$ cat src/rtl/alu_entry_controller.sv
// Entry sequencer for the 16-bit ALU lab datapath: debounces Enter and walks
// operand A, operand B, opcode and result display, holding the ALU inputs.
module alu_entry_controller #(
  parameter int unsigned N_DEBOUNCER = 10
) (
  input  logic        clk,
  input  logic        resetN,
  input  logic        Enter,
  input  logic [15:0] DataIn,
  input  logic [15:0] AluResult,
  input  logic [3:0]  AluFlags,
  output logic [15:0] OpA,
  output logic [15:0] OpB,
  output logic [1:0]  OpCode,
  output logic [15:0] ToDisplay,
  output logic [3:0]  Flags,
  output logic [2:0]  Status
);

  localparam int unsigned CntW = $clog2(N_DEBOUNCER + 1);
  localparam logic [CntW-1:0] CntLast = CntW'(N_DEBOUNCER - 1);

  // Encodings double as the step code shown on Status.
  typedef enum logic [2:0] {
    StWaitA  = 3'b001,
    StWaitB  = 3'b010,
    StWaitOp = 3'b100,
    StShow   = 3'b111
  } state_e;

  logic            sync_meta_q;
  logic            sync_q;
  logic            stable_q;
  logic            press_q;
  logic [CntW-1:0] cnt_q;
  logic            flip;
  state_e          state_q;

  // stable follows sync once they have disagreed for N_DEBOUNCER cycles in a row.
  assign flip = (sync_q != stable_q) && (cnt_q == CntLast);

  always_ff @(posedge clk or negedge resetN) begin
    if (!resetN) begin
      sync_meta_q <= 1'b0;
      sync_q      <= 1'b0;
      stable_q    <= 1'b0;
      press_q     <= 1'b0;
      cnt_q       <= '0;
    end else begin
      sync_meta_q <= Enter;
      sync_q      <= sync_meta_q;
      press_q     <= flip & sync_q;
      if ((sync_q == stable_q) || flip) begin
        cnt_q <= '0;
      end else begin
        cnt_q <= cnt_q + CntW'(1);
      end
      if (flip) begin
        stable_q <= sync_q;
      end
    end
  end

  always_ff @(posedge clk or negedge resetN) begin
    if (!resetN) begin
      state_q <= StWaitA;
      OpA     <= '0;
      OpB     <= '0;
      OpCode  <= '0;
      Flags   <= '0;
    end else begin
      unique case (state_q)
        StWaitA: begin
          if (press_q) begin
            OpA     <= DataIn;
            state_q <= StWaitB;
          end
        end
        StWaitB: begin
          if (press_q) begin
            OpB     <= DataIn;
            state_q <= StWaitOp;
          end
        end
        StWaitOp: begin
          if (press_q) begin
            OpCode  <= DataIn[1:0];
            state_q <= StShow;
          end
        end
        StShow: begin
          if (press_q) begin
            Flags   <= '0;
            state_q <= StWaitA;
          end else begin
            Flags <= AluFlags;
          end
        end
        default: begin
          Flags   <= '0;
          state_q <= StWaitA;
        end
      endcase
    end
  end

  assign Status    = state_q;
  assign ToDisplay = (state_q == StShow) ? AluResult : DataIn;

endmodule

$ cat config.mk
export PLATFORM = sky130hd
export DESIGN_NAME = alu_entry_controller
export DESIGN_NICKNAME = d
export VERILOG_FILES = /design/src/rtl/alu_entry_controller.sv
export SDC_FILE = /design/constraint.sdc
export NUM_CORES = 1
export LEC_CHECK = 0
export BUFFER_PORTS_ARGS = -buffer_cell sky130_fd_sc_hd__buf_4
export CORE_ASPECT_RATIO = 0.8
export CORE_MARGIN = 5
export CORE_UTILIZATION = 47
export DETAILED_ROUTE_END_ITERATION = 16
export PLACE_DENSITY = 0.79
export REMOVE_ABC_BUFFERS = 1
export SLEW_MARGIN = 20
export SYNTH_ARGS = -nofsm -noshare
export SYNTH_HDL_FRONTEND = slang
export SYNTH_SLANG_ARGS = --single-unit
$ cat constraint.sdc
create_clock -name clk -period 2 [get_ports clk]
set_clock_uncertainty 0.2 [all_clocks]
set_input_delay 0.2 -clock clk [delete_from_list [all_inputs] [get_ports clk]]
set_output_delay 0.2 -clock clk [all_outputs]
set_load 0.02 [all_outputs]
Yosys cells after proc, flatten, opt, wreduce, memory -nomap -nowiden --
Index checks and enable logic that the tools add are counted.
Operators by class: divide/modulo/power cells 0, add/subtract/negate cells 1, bitwise gates (word level) 1, reductions and logical operators 7, $mul 0, equal/unequal tests 11, $lt $le $gt $ge 0, shifts and indexed selects 0, multiplexer cells 9
Operator list (number):
- 16-bit 2-to-1 mux | 1
- 3-bit 2-to-1 mux | 4
- 3-bit case mux with 4 select lines | 1
- 4-bit 2-to-1 mux | 2
- 2-bit inequality test, second input constant | 4
- 4-bit case mux with 2 select lines | 1
- 3-bit equality test, second input constant | 2
- 2-bit AND reduction | 3
- 4-bit by 1-bit adder with 4-bit output, second input constant | 1
- 4-bit equality test, second input constant | 1
- 4-bit AND reduction | 1
- 3-bit by 1-bit equality test with 1-bit output, second input constant | 1
- 3-bit by 2-bit equality test with 1-bit output, second input constant | 1
- 3-bit OR reduction | 1
- 1-bit bitwise AND | 1
- 1-bit equality test | 1
- 1-bit logical AND | 1
- 1-bit logical OR | 1
- 1-bit inequality test | 1
Storage, ports and cells: input bits 39, memories kept 0, latch bits 0, memory bits (writable) 0, register bits after elaboration 49, memory bits (read-only) 0, output and inout port bits 57

Longest topological paths before layout --
depth after elaboration 4, mapped depth 5, mapped depth without buffers 5

Least setup slack after synthesis --
No wires, ideal clock.
path type register to output, start reg state_q[0] (netlist: Status[0]), end out ToDisplay[10], path buffers 2, cell stages (with the launch flop) 5, path slack 64 ps, arrival 1536 ps, path through dfstp_2 buf_2 nand3_4 buf_4 mux2_1
Between the ends: longest elaborated chain between the ends 2
Ends and longest elaborated chain:
- start: declaration | RTL line 37 | state_e state_q;
- start signal: assignment | RTL line 66 | state_q <= StWaitA;
- start signal: assignment | RTL line 76 | state_q <= StWaitB;
- start signal: assignment | RTL line 82 | state_q <= StWaitOp;
- 3-bit equality test | RTL line 108 | assign ToDisplay = (state_q == StShow) ? AluResult : DataIn;
- 16-bit 2-to-1 mux | RTL line 108
- end: declaration | RTL line 15 | output logic [15:0] ToDisplay,
No other way between the ends.

Worst setup path in the final report --
start reg state_q[0] (netlist: Status[0]), end out ToDisplay[9]
The elaborated chain is that of the path after synthesis.

==> flow_metrics.tcl <==
set metrics [dict create \
    status "finished with violations" \
    violations "setup timing" \
    grt_max_degree 50 \
    use_met1_pct 22.9 \
    max-cap-violations 0 \
    clkTransAtPathRegs_ns 0.09 \
    min-delay-start "AluFlags[1]" \
    rsz0062_at_grt "yes" \
    synthesis.area_um2 2260 \
    reg2reg_depth 4 \
    use_met3_pct 5.11 \
    crit_required_ns 1.60 \
    drtIter0Drc 46 \
    worstSetupStartpointType "flop" \
    grt_usage_pct 17.9 \
    hold_ws_ns 0.0312 \
    leakage_nw 1.78 \
    diodes 0 \
    final_cell_area_um2 3500 \
    die_h_um 72.0 \
    synthMuxAreaShare_pct 30.2 \
    synth-compound-area-share_pct 2.71 \
    die_area_um2 6300 \
    ant_nets 0 \
    hold_depth 3 \
    ios 96 \
    critPathMaxFanout 4 \
    grt_pass1_vias 1761 \
    fmax_mhz 495 \
    r2r_setup_slack_ns 0.11 \
    slew_viol_final 0 \
    period_share_pct 101 \
    port_buffers 95 \
    drc_errors 0 \
    final_cells 332 \
    hold_end "Flags[1]" \
    place_inst 302 \
    nets 312 \
    synth_simple_gate_area_share_pct 5.98 \
    via_count 1664 \
    setup_slack_ns -0.0217 \
    max_slew_margin_pct 60.5 \
    min_path_type "in2reg" \
    place.gp.congestion 0.750 \
    layout_common_cells "buf_4 (86), dfrtp_1 (47), mux2_2 (27)" \
    worstMarginPinSlew_ns 0.593 \
    yosys.area.top_type "dfrtp_1" \
    vias_per_cell 5.01 \
    grt_use_met2_pct 30.3 \
    ctsRootBufferMaster "clkbuf_8" \
    core-area_um2 4620 \
    htreeDepth 2 \
    power.density_nw_per_um2 577 \
    synthAdderAreaFrac_pct 1.11 \
    crit_type "reg2out" \
    post-place-ws_ns 0.124 \
    synth_area_leaders "dfrtp_1 (53%), mux2_4 (12%), mux2_2 (11%)" \
    setup_violations 4 \
    grt_most_used_layer "met2" \
    insertion_delay_ns 0.30 \
    synth_xor_area_share_pct 1.55 \
    min_period_ns 2.02 \
    arrival_ns 1.62 \
    synthCells 148 \
    cts_buffers 5 \
    end_kind "output pin" \
    cts_tree "done" \
    row_count 22 \
    power.total_mw 2.02 \
    final_common_cell "buf_4" \
    hpwl_mm 3.80 \
    fin_util_pct 75.6 \
    setup_tns_ns -0.0593 \
    syn_area_per_cell_um2 15.3 \
    final_hold_viol_count 0 \
    antenna_found_initial 0 \
    dpl-instance-area_um2 3050 \
    drive_gt1_share_pct 62.9 \
    cts_buffer_depth 2 \
    ys_ff_latch 49 \
    r2r-start "Status[0]" \
    first_pass_iters 4 \
    max-vdd-ir-drop_mv 0.351 \
    fp.dieW_um 87.5 \
    area_growth_pct 54.8 \
    start_util_pct 48.9 \
    synth.distinct_cells 29 \
    ys_seq_area_share_pct 54.3 \
    netlist.area_leader.share_pct 53.2 \
    grt-ovfl-total 0 \
    timing.rr.end "OpB[3]" \
    grt_pass1_wl_mm 8.94 \
    cts_num_sinks 49 \
    yosysWarnings 0 \
    wl_per_cell_um 16.5 \
    synth_top_family_by_area "multiplexers" \
    drt_wl_total_mm 5.47 \
]
==> cell families after synthesis <==
logic type                 count (synthesis)
AOI/OAI and AO/OA                          7
xor gates and xnor gates                   4
adders and majority gates                  2
buffers and inverters                      9
DFF                                       49
muxes                                     55
and+or+nand+nor                           22
==> worst max-delay path: stages, from the launching register on <==
cell and delay [ns]:
dfstp_2 0.57, nand3_4 0.13, clkbuf_16 0.19, mux2_4 0.30
buf_6 0.13
==> what timing repair did <==
action	in CTS	in global routing
hold buffers	18	0
cloned	0	1
setup endpoints to repair	16	16
resized for setup	12	15
setup buffers	3	0
hold endpoints to repair	83	0
==> worst max path at each step <==
stage	slack, ns	end	start	cells after the start
after detailed placement	0.12	OpB[3]	Status[2]	3
final	-0.02	ToDisplay[9]	Status[0]	4
after CTS	-0.004	ToDisplay[7]	Status[0]	4
after floorplan	-1.72	OpB[0]	Status[1]	2
after global routing	-0.07	ToDisplay[9]	Status[0]	4
after global placement	0.20	ToDisplay[11]	Status[0]	3
==> where the power goes <==
part	internal [mW]	switching [mW]
clock	0.374	0.329
combinational	0.160	0.119
sequential	1.02	0.0201
==> state kept, by name, summed over array words and instances (netlist names) <==
name,flops
OpA,16
OpB,16
Flags,4
cnt_q,4
Status,3
OpCode,2
press_q,1
stable_q,1
sync_meta_q,1
sync_q,1
==> cell type report <==
type / instances / area (um2)
clock buffers: 5 / 68.8
clock inverters: 3 / 46.3
fillers: 281 / 1130
inverters: 1 / 3.75
multi-input cells: 90 / 985
flip-flops and latches: 49 / 1230
well taps: 60 / 75.1
repair buffers: 124 / 1090
==> Yosys cell counts <==
cell type and count:
dfstp_2 1, buf_2 1, xnor2_1 1, nand2_1 6, nor3b_1 2, mux2_2 23
a311o_2 1, xor2_1 3, nand3_4 1, o22ai_1 1, inv_1 1, ha_1 2
buf_12 2, a32oi_1 4, nand3_1 1, nor4bb_1 1, nor2b_1 1, mux2i_1 4
mux2_4 18, nand3b_1 1, a221oi_1 1, buf_6 2, nor2_1 6, buf_4 3
nand2b_1 1, and3_1 1, dfrtp_1 48, nor4bb_2 1, mux2_1 10
==> per-layer routing <==
metal	up-vias	wire, um
li1	775	-
met1	816	2260
met2	66	2650
met3	7	510
met4	0	48
met5	-	0
Power figures use the tool's default switching activity.
